### config.mk
export PLATFORM = sky130hd
export DESIGN_NAME = load_unit
export DESIGN_NICKNAME = d
export VERILOG_FILES = /design/src/rtl/load_pkg.sv /design/src/rtl/load_align_ext.sv /design/src/rtl/load_unit.sv
export SDC_FILE = /design/constraint.sdc
export NUM_CORES = 1
export LEC_CHECK = 0
export BUFFER_PORTS_ARGS = -buffer_cell sky130_fd_sc_hd__buf_4
export CORE_MARGIN = 2
export CORE_UTILIZATION = 25
export DETAILED_ROUTE_END_ITERATION = 10
export SLEW_MARGIN = 0
export SYNTH_ARGS = -nofsm -noshare
export SYNTH_HDL_FRONTEND = slang
export SYNTH_SLANG_ARGS = --single-unit
### constraint.sdc
create_clock -name clk -period 2.6 [get_ports clk]
set_clock_uncertainty 0.1 [all_clocks]
set_input_delay 0.13 -clock clk [delete_from_list [all_inputs] [get_ports clk]]
set_output_delay 0.13 -clock clk [all_outputs]
set_load 0.02 [all_outputs]
### src/rtl/load_pkg.sv
// Shared definitions for the RV32 load unit: funct3 encodings, FSM states, exception causes
// and small helpers that classify a load by type and byte offset.
package load_pkg;

  localparam logic [2:0] F3_LB  = 3'b000;
  localparam logic [2:0] F3_LH  = 3'b001;
  localparam logic [2:0] F3_LW  = 3'b010;
  localparam logic [2:0] F3_LBU = 3'b100;
  localparam logic [2:0] F3_LHU = 3'b101;

  localparam logic [1:0] EXC_MISALIGN = 2'd0;
  localparam logic [1:0] EXC_ILLEGAL  = 2'd1;
  localparam logic [1:0] EXC_TIMEOUT  = 2'd2;

  typedef enum logic [2:0] {
    StIdle,
    StReq0,
    StWait0,
    StReq1,
    StWait1,
    StResp,
    StExc
  } load_state_e;

  function automatic logic load_legal(input logic [2:0] f3);
    case (f3)
      F3_LB, F3_LH, F3_LW, F3_LBU, F3_LHU: return 1'b1;
      default:                             return 1'b0;
    endcase
  endfunction

  function automatic logic load_misaligned(input logic [2:0] f3, input logic [1:0] off);
    case (f3)
      F3_LH, F3_LHU: return off[0];
      F3_LW:         return off != 2'b00;
      default:       return 1'b0;
    endcase
  endfunction

  // True when the accessed bytes straddle two memory words.
  function automatic logic load_crosses(input logic [2:0] f3, input logic [1:0] off);
    case (f3)
      F3_LH, F3_LHU: return off == 2'b11;
      F3_LW:         return off != 2'b00;
      default:       return 1'b0;
    endcase
  endfunction

endpackage

### src/rtl/load_align_ext.sv
// Combinational byte alignment and sign/zero extension of a load result taken from
// the two-word window {w1, w0} starting at byte offset byte_off.
module load_align_ext
  import load_pkg::*;
(
  input  logic [31:0] w1,
  input  logic [31:0] w0,
  input  logic [1:0]  byte_off,
  input  logic [2:0]  funct3,
  output logic [31:0] result
);

  logic [31:0] shifted;

  always_comb begin
    shifted = 32'({w1, w0} >> {byte_off, 3'b000});
    case (funct3)
      F3_LB:   result = {{24{shifted[7]}}, shifted[7:0]};
      F3_LH:   result = {{16{shifted[15]}}, shifted[15:0]};
      F3_LBU:  result = {24'h000000, shifted[7:0]};
      F3_LHU:  result = {16'h0000, shifted[15:0]};
      default: result = shifted;
    endcase
  end

endmodule

### src/rtl/load_unit.sv
// Sequential RV32 integer load unit: computes the effective address, issues one or two
// word-aligned reads, then returns an extended write-back pulse or an exception pulse.
module load_unit
  import load_pkg::*;
#(
  parameter int unsigned ADDR_W             = 32,
  parameter bit          SUPPORT_MISALIGNED = 1'b1,
  parameter int unsigned TIMEOUT_CYCLES     = 256
) (
  input  logic              clk,
  input  logic              rst,
  input  logic              req_valid,
  output logic              req_ready,
  input  logic [ADDR_W-1:0] req_src1,
  input  logic [11:0]       req_offset,
  input  logic [2:0]        req_funct3,
  input  logic [4:0]        req_rd,
  output logic              mem_req_valid,
  input  logic              mem_req_ready,
  output logic [ADDR_W-1:0] mem_req_addr,
  input  logic              mem_rsp_valid,
  input  logic [31:0]       mem_rsp_data,
  output logic              wb_valid,
  output logic [4:0]        wb_rd,
  output logic [31:0]       wb_data,
  output logic              exc_valid,
  output logic [1:0]        exc_cause,
  output logic [ADDR_W-1:0] exc_addr,
  output logic              busy
);

  localparam bit          TimeoutEn   = TIMEOUT_CYCLES != 0;
  localparam logic [31:0] TimeoutLast = TimeoutEn ? TIMEOUT_CYCLES - 1 : 32'd0;

  load_state_e       state_q, state_d;
  logic [ADDR_W-1:0] addr_q, addr_d;
  logic [2:0]        funct3_q, funct3_d;
  logic [31:0]       w0_q, w0_d, w1_q, w1_d;
  logic [31:0]       wait_cnt_q, wait_cnt_d;
  logic [31:0]       wb_data_q, wb_data_d;
  logic [4:0]        wb_rd_q, wb_rd_d;
  logic [1:0]        exc_cause_q, exc_cause_d;
  logic [ADDR_W-1:0] exc_addr_q, exc_addr_d;

  logic [ADDR_W-1:0] eff_addr;
  logic [ADDR_W-1:0] word_addr;
  logic [31:0]       w0_in, w1_in, ext_result;
  logic              timeout_hit;

  assign eff_addr    = req_src1 + {{(ADDR_W-12){req_offset[11]}}, req_offset};
  assign word_addr   = {addr_q[ADDR_W-1:2], 2'b00};
  assign timeout_hit = TimeoutEn && (wait_cnt_q == TimeoutLast);

  // Feed the arriving word straight into the extractor so the result is ready on RESP entry.
  assign w0_in = (state_q == StWait0) ? mem_rsp_data : w0_q;
  assign w1_in = (state_q == StWait1) ? mem_rsp_data : w1_q;

  load_align_ext u_align (
    .w1       (w1_in),
    .w0       (w0_in),
    .byte_off (addr_q[1:0]),
    .funct3   (funct3_q),
    .result   (ext_result)
  );

  always_comb begin
    state_d     = state_q;
    addr_d      = addr_q;
    funct3_d    = funct3_q;
    w0_d        = w0_q;
    w1_d        = w1_q;
    wait_cnt_d  = wait_cnt_q;
    wb_data_d   = wb_data_q;
    wb_rd_d     = wb_rd_q;
    exc_cause_d = exc_cause_q;
    exc_addr_d  = exc_addr_q;

    unique case (state_q)
      StIdle: begin
        if (req_valid) begin
          addr_d   = eff_addr;
          funct3_d = req_funct3;
          wb_rd_d  = req_rd;
          if (!load_legal(req_funct3)) begin
            state_d     = StExc;
            exc_cause_d = EXC_ILLEGAL;
            exc_addr_d  = eff_addr;
          end else if (!SUPPORT_MISALIGNED && load_misaligned(req_funct3, eff_addr[1:0])) begin
            state_d     = StExc;
            exc_cause_d = EXC_MISALIGN;
            exc_addr_d  = eff_addr;
          end else begin
            state_d = StReq0;
          end
        end
      end
      StReq0: begin
        if (mem_req_ready) begin
          state_d    = StWait0;
          wait_cnt_d = '0;
        end
      end
      StWait0: begin
        if (mem_rsp_valid) begin
          w0_d = mem_rsp_data;
          if (load_crosses(funct3_q, addr_q[1:0])) begin
            state_d = StReq1;
          end else begin
            state_d   = StResp;
            wb_data_d = ext_result;
          end
        end else if (timeout_hit) begin
          state_d     = StExc;
          exc_cause_d = EXC_TIMEOUT;
          exc_addr_d  = addr_q;
        end else begin
          wait_cnt_d = wait_cnt_q + 32'd1;
        end
      end
      StReq1: begin
        if (mem_req_ready) begin
          state_d    = StWait1;
          wait_cnt_d = '0;
        end
      end
      StWait1: begin
        if (mem_rsp_valid) begin
          w1_d      = mem_rsp_data;
          state_d   = StResp;
          wb_data_d = ext_result;
        end else if (timeout_hit) begin
          state_d     = StExc;
          exc_cause_d = EXC_TIMEOUT;
          exc_addr_d  = addr_q;
        end else begin
          wait_cnt_d = wait_cnt_q + 32'd1;
        end
      end
      StResp:  state_d = StIdle;
      StExc:   state_d = StIdle;
      default: state_d = StIdle;
    endcase
  end

  always_ff @(posedge clk) begin
    if (rst) begin
      state_q     <= StIdle;
      addr_q      <= '0;
      funct3_q    <= '0;
      w0_q        <= '0;
      w1_q        <= '0;
      wait_cnt_q  <= '0;
      wb_data_q   <= '0;
      wb_rd_q     <= '0;
      exc_cause_q <= '0;
      exc_addr_q  <= '0;
    end else begin
      state_q     <= state_d;
      addr_q      <= addr_d;
      funct3_q    <= funct3_d;
      w0_q        <= w0_d;
      w1_q        <= w1_d;
      wait_cnt_q  <= wait_cnt_d;
      wb_data_q   <= wb_data_d;
      wb_rd_q     <= wb_rd_d;
      exc_cause_q <= exc_cause_d;
      exc_addr_q  <= exc_addr_d;
    end
  end

  assign busy          = state_q != StIdle;
  assign req_ready     = state_q == StIdle;
  assign mem_req_valid = (state_q == StReq0) || (state_q == StReq1);
  assign mem_req_addr  = (state_q == StReq1) ? word_addr + ADDR_W'(4) : word_addr;
  assign wb_valid      = state_q == StResp;
  assign exc_valid     = state_q == StExc;
  assign wb_rd         = wb_rd_q;
  assign wb_data       = wb_data_q;
  assign exc_cause     = exc_cause_q;
  assign exc_addr      = exc_addr_q;

endmodule
==> results of run 1 <==
==> how the worst min path moves through the flow <==
stage | start | to | slack (ns) | cells after the start
after floorplan | mem_rsp_data[0] | w0_q[0] | 0.17 | 2
after global placement | req_rd[0] | wb_rd[0] | 0.28 | 3
after detailed placement | req_rd[4] | wb_rd[4] | 0.29 | 3
after CTS | req_src1[30] | addr_q[30] | 0.07 | 4
after global routing | req_offset[0] | addr_q[0] | 0.09 | 4
final | req_offset[0] | addr_q[0] | 0.08 | 4
==> critical path, delay by kind of cell (launching register included) <==
family        cells  cell delay, ns
xor+xnor          1            0.16
buf+inv           9            1.19
flops             1            0.34
simple gates      3            0.45
==> what timing repair did <==
action	in CTS	in global routing
resized for setup	33	44
hold endpoints to repair	75	0
setup buffers	14	9
endpoints found under the setup margin	45	49
pin swaps	9	21
hold buffers	47	0
cloned	0	2
==> kinds of logic after synthesis <==
kind of cell	after synthesis	synth area share
adders and majority gates	34	0.0376
DFF	197	0.342
AOI/OAI and AO/OA	300	0.172
muxes	92	0.113
other	1	0.000325
buffers and inverters	123	0.0483
and+or+nand+nor	567	0.222
xor gates and xnor gates	86	0.0654
==> sequential cells by signal (all words and copies together), names as in the netlist, 5 cells and up <==
register,flops
addr_q,32
exc_addr,32
w0_q,32
wait_cnt_q,32
wb_data,32
w1_q,24
wb_rd,5
==> per-layer routing <==
| layer | vias to the layer above | GRT usage | wire, um |
|---|---|---|---|
| met1 | 5487 | 0.215 | 17800 |
| met5 | - | 0 | 32 |
| met4 | 6 | 0.0516 | 1060 |
| li1 | 5576 | - | - |
| met2 | 347 | 0.259 | 18400 |
| met3 | 62 | 0.0324 | 2260 |
==> placed cells by master (no fill, tap or decap), types with 11 or more instances in the layout <==
master | synthesis | routed
nand3_1 | 42 | 39
clkbuf_16 | 0 | 19
nand4_1 | 17 | 17
inv_1 | 23 | 22
nand2_1 | 273 | 271
dlygate4sd3_1 | 0 | 47
dfxtp_1 | 197 | 189
a211oi_1 | 22 | 21
a21oi_1 | 130 | 128
o21ai_0 | 30 | 30
xnor2_1 | 41 | 37
nor2b_1 | 20 | 17
mux2i_1 | 61 | 56
a31oi_1 | 19 | 19
xor2_1 | 45 | 43
a311oi_1 | 13 | 12
mux4_2 | 30 | 30
nor2_1 | 129 | 119
ha_1 | 33 | 33
and3_1 | 19 | 15
buf_4 | 7 | 339
nor3_1 | 12 | 11
o221a_2 | 16 | 16
==> metrics by stage <==
step / power (mW) / worst slack, ns / instance area, sq um / setup TNS [ns] / cells
after floorplan: 7.67 / -0.0665 / 11500 / -0.652 / 1401
after global placement: 9.96 / -0.341 / 14400 / -5.55 / 2232
after detailed placement: 10.1 / -0.437 / 14400 / -7.42 / 2232
after CTS: 12.8 / -0.244 / 15700 / -1.58 / 2325
after global routing: 13.8 / -0.360 / 16000 / -3.32 / 2338
final: 13.1 / -0.239 / 16000 / -1.59 / 2338
==> area by class of cell <==
cell class,instances,area share
timing repair buffer,402,0.207
multi-input combinational,1081,0.459
antenna,3,0.000468
clock inverter,10,0.00445
tap,600,0.0468
sequential,197,0.247
clock buffer,22,0.0302
inverter,23,0.00539
==> power by group through the flow <==
stage	Sequential (mW)	Clock, mW	Combinational (mW)
finish	4.09	2.57	6.42
floorplan	4.32	0	3.36
detailed placement	4.12	0	5.94
CTS	4.08	2.63	6.08
global placement	4.10	0	5.86
global route	4.17	2.73	6.88
==> run_results.csv, run 1 <==
group,metric,value,unit
status,outcome,"finished with violations",
status,violations,"negative setup slack",
clock_network,cts_root_buffer,"clkbuf_16",
layout,area_delta_synth_final,39.1,%
route,finalWirelength,39.5,mm
critical_path,ff2ff_setup_slack,-0.01,ns
route,ant_nets,0,
clock_network,cts_tree,"yes",
power_and_ir_drop,power_density,816,nW/um^2
timing,slew_viol_final,0,
critical_path,cp-startpoint,"addr_q[10]",
floorplanning,ios,197,
timing,rsz0062_at_grt,"true",
clock_network,cts_buffers,17,
critical_path,max_stage_delay,0.34,ns
power_and_ir_drop,swShare,0.411,
synth,synth_area_leaders,"dfxtp_1 34%, nand2_1 8.9%, mux4_2 5.9%",
route,first_pass_iters,5,
place,portBuffers,194,
synth,yosysMostFrequentCell,"nand2_1",
grt,gr-usage-all-layers,0.161,
route,viasPerCell,4.91,
route,route.detailed.drc,0,
route,wl_per_cell,16.9,um
layout,fin_util,0.352,
clock_network,path_clk_slew,0.08,ns
critical_path,arrival,2.61,ns
layout,drive_above_1_share,0.300,
clock_network,worst_skew_pair.late_latency,0.45,ns
critical_path,r2r_end,"wb_data[29]",
critical_path,slowest_stage,"dfxtp_1",
run,drv_cap,0,
timing,max_freq,0.352,GHz
synth,synthCells,1400,
grt,grt_pass1_vias,11000,
floorplanning,start_util,0.253,
route,via_count,11500,
power_and_ir_drop,p_comb_frac,0.491,
layout,multi_input_area,7360,sq um
synth,syn_area_per_cell,8.23,sq um
floorplanning,rows,78,
floorplanning,die_w,219,um
critical_path,reg2regPathDepth,7,
timing,period_minus_slack,2.84,ns
hold_path,min_path_type,"primary input to flip-flop",
timing,slew_headroom,0.537,
synth,yosysTopAreaCellShare,0.342,
power_and_ir_drop,seqPwrFrac,0.313,
critical_path,cp_max_fo,2,
grt,grt-ovfl-total,0,
timing,hold_viol,0,
power_and_ir_drop,clkPwrFrac,0.196,
floorplanning,die_h,219,um
power_and_ir_drop,p_int,7.71,mW
grt,grt_antenna_before_repair,6,
timing,fin_crit_sh,1.09,
power_and_ir_drop,power.leakage,6.45,nW
critical_path,crit_required,2.37,ns
synth,netlist_area,11500,sq um
synth,synth_top_cell_by_area,"dfxtp_1",
floorplanning,die_area,47800,sq um
critical_path,cp-end-kind,"output pin",
clock_network,clock_path_buffers,2,
power_and_ir_drop,vdd_drop_max,0.460,mV
synth,synth_commonest_cells,"273 x nand2_1, 197 x dfxtp_1, 130 x a21oi_1",
route,drt_first_iter_violations,830,
clock_network,htree_levels,4,
place,place.gp.congestion,0.946,
critical_path,endpoint,"mem_req_addr[14]",
critical_path,crit_path_frequent_cell,"buf_4",
grt,grt_max_degree,108,
critical_path,reg2reg_from,"state_q[1]",
critical_path,critPathKind,"flip-flop to output pin",
synth,synth-seq-area-share,0.342,
timing,setup_ws,-0.239,ns
floorplanning,core-area,45500,sq um
synth,synth_edf_count,0,
place,dp_hpwl,28.4,mm
synth,ys_async_sr_fraction,0,
layout,fin_nets,1845,
timing,setup_viol_count_final,13,
layout,fillers,4691,
critical_path,cp-start-kind,"flip-flop",
power_and_ir_drop,p_switching,5.37,mW
clock_network,cts.sinks,197,
synth,yosysUniqueCellTypes,78,
synth,ys.flop_type,"dfxtp_1",
timing,finalHoldWorstSlack,0.0846,ns
synth,ys_ff_latch,197,
grt,grt_pass1_wl,60.6,mm
layout,regArea,3960,sq um
synth,yosys_warnings,0,
timing,worstMarginPinSlew,0.695,ns
critical_path,cp_cell_sequence,"and4_4, nand4_1, buf_4, buf_4, buf_4, buf_4, buf_4, buf_4, buf_4, buf_4, nor2_1, xnor2_1, buf_4",
(Power assumes the default switching activity.)
==> run 2, diff against run 1 <==
--- a/config.mk
+++ b/config.mk
@@ -5,6 +5,7 @@
 export SDC_FILE = /design/constraint.sdc
 export NUM_CORES = 1
 export LEC_CHECK = 0
+export ABC_AREA = 1
 export BUFFER_PORTS_ARGS = -buffer_cell sky130_fd_sc_hd__buf_4
 export CORE_MARGIN = 2
 export CORE_UTILIZATION = 25
==> run_results.csv, run 2 <==
group,metric,value,unit
clock_network,cts_buffers,17,
hold_path,min_from,"req_valid",
synth,ys.flop_type,"dfxtp_1",
grt,grt-ovfl-total,0,
power_and_ir_drop,power.leakage,7.76,nW
layout,fin_util,0.322,
layout,diodes,0,
critical_path,arrival,2.28,ns
timing,fin_crit_sh,0.967,
route,route.detailed.drc,0,
layout,area_delta_synth_final,26.8,%
place,placed_cells,2971,
layout,fin_nets,2483,
timing,hold_viol,0,
critical_path,cp_cell_sequence,"inv_2, nand3_4, nor2_4, nand2_1, nor2_1, nand3_2, nor3_2, xor2_1, buf_4",
clock_network,cts_root_buffer,"clkbuf_16",
synth,synth-seq-area-share,0.301,
hold_path,min_path_type,"primary input to flip-flop",
clock_network,cts.sinks,197,
layout,drive_above_1_share,0.143,
critical_path,critPathKind,"flip-flop to output pin",
layout,multi_input_area,7850,sq um
clock_network,cts_tree,"yes",
floorplanning,die_area,54200,sq um
run,drv_cap,0,
grt,grt_max_degree,54,
place,dp_hpwl,37.0,mm
critical_path,max_stage_delay,0.36,ns
layout,layout_common_cells,"587 x nand2_1, 309 x nor2_1, 256 x inv_1",
power_and_ir_drop,power_density,965,nW/um^2
synth,ys_ff_latch,197,
timing,slew_viol_final,0,
timing,worstMarginPinSlew,0.564,ns
floorplanning,start_util,0.254,
synth,syn_area_per_cell,6.10,sq um
timing,slew_headroom,0.623,
synth,yosysTopAreaCellShare,0.301,
synth,netlist_area,13100,sq um
synth,synth_edf_count,0,
place,place.gp.congestion,0.952,
layout,regArea,3950,sq um
place,portBuffers,194,
synth,ys_async_sr_fraction,0,
power_and_ir_drop,vdd_drop_max,0.678,mV
critical_path,cp_max_fo,4,
critical_path,crit_buf_inv,2,
layout,final_common_cell,"nand2_1",
floorplanning,core-area,51500,sq um
hold_path,min_to,"wb_rd[1]",
timing,period_minus_slack,2.51,ns
floorplanning,die_h,233,um
grt,gr-usage-all-layers,0.176,
synth,synth_top_cell_by_area,"dfxtp_1",
route,drt_first_iter_violations,1284,
grt,grt_pass1_wl,73.8,mm
critical_path,cp-end-kind,"output pin",
route,finalWirelength,48.4,mm
route,viasPerCell,4.63,
grt,grt_pass1_vias,13200,
critical_path,ff2ff_setup_slack,0.19,ns
synth,synth_commonest_cells,"589 x nand2_1, 312 x nor2_1, 258 x inv_1",
floorplanning,ios,197,
hold_path,hold_depth,5,
critical_path,reg2reg_from,"state_q[2]",
clock_network,htree_levels,4,
layout,instances_no_fill,3051,
critical_path,crit_family,"simple AND/OR/NAND/NOR gates",
route,first_pass_iters,7,
floorplanning,rows,83,
clock_network,clock_path_buffers,2,
synth,yosysUniqueCellTypes,45,
status,outcome,"finished clean",
critical_path,slowest_stage,"dfxtp_1",
floorplanning,die_w,233,um
timing,max_freq,0.398,GHz
synth,yosys_warnings,0,
layout,fillers,5764,
critical_path,r2r_end,"exc_addr[23]",
synth,synthCells,2147,
route,ant_nets,0,
route,via_count,14100,
critical_path,crit_required,2.37,ns
clock_network,worst_skew_pair.late_latency,0.46,ns
synth,yosysMostFrequentCell,"nand2_1",
timing,setup_viol_count_final,0,
synth,synth_area_leaders,"dfxtp_1 30%, nand2_1 17%, nor2_1 8.9%",
timing,finalSetupTns,0,ns
route,wl_per_cell,15.8,um
timing,setup_ws,0.0864,ns
critical_path,cp-start-kind,"flip-flop",
critical_path,reg2regPathDepth,13,
grt,grt_antenna_before_repair,3,
clock_network,path_clk_slew,0.08,ns
place,dp_slack,0.136,ns
## run 2: cell types whose count changed after synthesis, sizes merged, moves of 19 or more
cell	delta
nand2	+319
nor2	+190
nor2b	-21
inv	+246
xnor2	-19
mux2i	-49
mux4	-30
o21ai	+141
o211ai	+31
and3	-20
nand3	+41
## run 2: cell type report
| type | count | area share |
|---|---|---|
| Inverter | 270 | 0.0611 |
| Tap cell | 680 | 0.0512 |
| Clock inverter | 11 | 0.0106 |
| Clock buffer | 19 | 0.0267 |
| Sequential cell | 197 | 0.238 |
| Multi-Input combinational cell | 1586 | 0.472 |
| Timing Repair Buffer | 288 | 0.140 |
## run 2: worst max-delay path by stage
stage / startpoint / end / slack [ns] / depth (start not counted)
finish: state_q[2] / mem_req_addr[21] / 0.09 / 9
global route: addr_q[3] / mem_req_addr[28] / -0.03 / 10
CTS: addr_q[2] / mem_req_addr[28] / -0.007 / 10
detailed placement: state_q[2] / wait_cnt_q[4] / 0.14 / 9
global placement: state_q[2] / exc_addr[31] / 0.23 / 13
floorplan: state_q[1] / mem_req_addr[29] / 0.58 / 8
## run 2: cells by family after synthesis
| family | Yosys count | synth area share |
|---|---|---|
| AO/OA/AOI/OAI | 385 | 0.162 |
| XOR/XNOR | 66 | 0.0441 |
| buffers and inverters | 366 | 0.110 |
| other | 1 | 0.000286 |
| multiplexers | 12 | 0.00917 |
| adder cells (fa/ha/maj) | 34 | 0.0331 |
| flip-flops | 197 | 0.301 |
| AND/OR/NAND/NOR | 1086 | 0.340 |
## run 2: per-layer routing
layer	vias up	part of all wire	GRT usage
li1	7282	-	-
met1	6348	0.44	0.225
met3	64	0.066	0.0343
met4	6	0.026	0.0567
met5	-	0.00072	0
met2	429	0.46	0.296
## run 2: worst min-delay path, delay by kind of cell
kind | cells | cell delay, ns
buffers and inverters | 2 | 0.20
AND/OR/NAND/NOR | 2 | 0.13
AO/OA/AOI/OAI | 1 | 0.15
## run 2: where the power goes
part | switching (mW) | internal (mW) | total [mW]
clock network | 1.25 | 1.64 | 2.89
registers | 0.673 | 3.85 | 4.53
logic | 5.72 | 2.89 | 8.61
## run 2: through the flow
step                      hold WS [ns]  power, mW  instance area, sq um
final                           0.0858       16.0                 16600
after global routing             0.129       17.2                 16600
after CTS                       0.0694       16.0                 16500
after detailed placement         0.264       13.0                 15400
after global placement           0.268       13.0                 15400
after floorplan                  0.165       9.74                 13100
## run 2: repair_timing
action | in CTS | in global routing
setup buffers | 6 | 1
pin swaps | 5 | 9
cloned | 0 | 1
resized for setup | 11 | 19
hold endpoints to repair | 74 | 0
endpoints found under the setup margin | 11 | 82
hold buffers | 44 | 0
==> run 3, diff against run 2 <==
--- a/config.mk
+++ b/config.mk
@@ -7,9 +7,13 @@
 export LEC_CHECK = 0
 export ABC_AREA = 1
 export BUFFER_PORTS_ARGS = -buffer_cell sky130_fd_sc_hd__buf_4
+export CELL_PAD_IN_SITES_DETAIL_PLACEMENT = 0
+export CELL_PAD_IN_SITES_GLOBAL_PLACEMENT = 1
 export CORE_MARGIN = 2
-export CORE_UTILIZATION = 25
+export CORE_UTILIZATION = 36
+export CTS_CLUSTER_DIAMETER = 200
 export DETAILED_ROUTE_END_ITERATION = 10
+export PLACE_DENSITY_LB_ADDON = 0.1
 export SLEW_MARGIN = 0
 export SYNTH_ARGS = -nofsm -noshare
 export SYNTH_HDL_FRONTEND = slang
==> run_results.csv, run 3 (synthesis results as in run 2) <==
group,metric,value,unit
run,drv_cap,0,
timing,finalHoldWorstSlack,0.0852,ns
route,ant_nets,0,
critical_path,reg2regPathDepth,11,
power_and_ir_drop,total_power,15.6,mW
place,placed_cells,2750,
timing,period_minus_slack,2.49,ns
clock_network,cts_buffers,17,
floorplanning,die_area,37900,sq um
grt,grt_pass1_wl,76.2,mm
layout,area_delta_synth_final,24.5,%
place,portBuffers,194,
clock_network,worst_skew_pair.late_latency,0.46,ns
layout,instances_no_fill,2834,
route,wl_per_cell,17.2,um
route,first_pass_iters,5,
floorplanning,ios,197,
critical_path,reg2reg_from,"state_q[2]",
hold_path,min_from,"req_offset[1]",
clock_network,cts.sinks,197,
route,via_count,14200,
timing,setup_ws,0.110,ns
critical_path,r2r_end,"wait_cnt_q[4]",
clock_network,cts_tree,"yes",
timing,hold_viol,0,
hold_path,min_path_type,"primary input to flip-flop",
route,drt_first_iter_violations,909,
route,route.detailed.drc,0,
timing,fin_crit_sh,0.958,
critical_path,arrival,2.26,ns
status,outcome,"finished clean",
floorplanning,start_util,0.366,
clock_network,cts_root_buffer,"clkbuf_16",
critical_path,max_stage_delay,0.37,ns
timing,worstMarginPinSlew,0.684,ns
grt,grt_pass1_vias,13500,
timing,setup_viol_count_final,0,
place,dp_hpwl,37.4,mm
timing,slew_headroom,0.539,
power_and_ir_drop,vdd_drop_max,0.568,mV
grt,grt_antenna_before_repair,0,
layout,final_common_cell,"nand2_1",
layout,fin_nets,2484,
route,finalWirelength,48.7,mm
route,viasPerCell,5.02,
layout,diodes,0,
clock_network,path_clk_slew,0.07,ns
clock_network,htree_levels,4,
clock_network,clock_path_buffers,2,
critical_path,critPathKind,"flip-flop to output pin",
power_and_ir_drop,power.leakage,7.74,nW
critical_path,cp_max_fo,7,
place,place.gp.congestion,0.969,
layout,fin_util,0.456,
place,dp_slack,0.221,ns
timing,finalSetupTns,0,ns
layout,layout_common_cells,"586 x nand2_1, 310 x nor2_1, 256 x inv_1",
layout,final_area,16300,sq um
hold_path,hold_depth,4,
power_and_ir_drop,power_density,959,nW/um^2
critical_path,slowest_stage,"dfxtp_4",
timing,rsz0062_at_grt,"true",
critical_path,cp_cell_sequence,"inv_4, nand3_4, buf_6, nor2_4, nand3_4, inv_4, nand2_4, nor4_4, xor2_1, buf_4",
critical_path,cp-end-kind,"output pin",
place,place_area,15100,sq um
floorplanning,die_w,195,um
grt,grt-ovfl-total,0,
critical_path,crit_required,2.37,ns
timing,slew_viol_final,0,
hold_path,min_to,"addr_q[1]",
critical_path,cp-start-kind,"flip-flop",
floorplanning,rows,69,
layout,drive_above_1_share,0.145,
floorplanning,core-area,35700,sq um
grt,gr-usage-all-layers,0.257,
critical_path,ff2ff_setup_slack,0.24,ns
grt,grt_max_degree,52,
timing,max_freq,0.402,GHz
floorplanning,die_h,195,um
run 3: changes by cell type in the layout (fill, tap and decap cells not counted), moves of 3 or more:
cell        before  now
bufinv_16        4    0
dfxtp_1        194  191
nor3_2           3    6
clkinvlp_4       0    4
nand3_2          5    2
run 3: worst max path at each step:
stage / from / end / slack [ns] / depth (start not counted)
2_1_floorplan: state_q[1] / mem_req_addr[29] / 0.58 / 8
3_3_place_gp: req_offset[11] / exc_addr[23] / 0.23 / 13
3_5_place_dp: state_q[0] / wb_data[19] / 0.22 / 13
4_1_cts: state_q[2] / mem_req_addr[29] / -0.06 / 9
5_1_grt: state_q[2] / mem_req_addr[29] / -0.04 / 9
6_report: state_q[2] / mem_req_addr[20] / 0.11 / 10
run 3: metal layers:
layer,up-vias,wire length (um),GRT usage
met5,-,0,0
met4,0,1350,0.0806
met3,54,2280,0.0387
met2,357,23500,0.446
met1,6541,21600,0.328
li1,7271,-,-
run 3: layout make-up:
type / count / area [sq um]
fillers: 3864 / 19400
multi-input cells: 1585 / 7850
flip-flops and latches: 197 / 3960
repair buffers: 290 / 2360
inverters: 270 / 1020
well taps: 461 / 577
clock buffers: 17 / 425
clock inverters: 14 / 121
run 3: report_power, final:
part / internal [mW] / leakage, nW / switching, mW
logic: 2.89 / 5.87 / 5.59
registers: 3.86 / 1.61 / 0.709
clock network: 1.25 / 0.258 / 1.34
total: 8.00 / 7.74 / 7.64
run 3: repair_timing:
action	CTS	global route
hold buffers	44	0
pin swaps	4	4
hold endpoints to repair	84	0
gates resized for setup	9	27
buffers inserted	3	6
setup endpoints to repair	11	39
gates cloned	0	0
run 3: critical path, delay by kind of cell (launching register included):
kind,cells,cell delay [ns]
buffers and inverters,4,0.49
XOR/XNOR,1,0.24
flip-flops,1,0.37
AND/OR/NAND/NOR,5,0.71
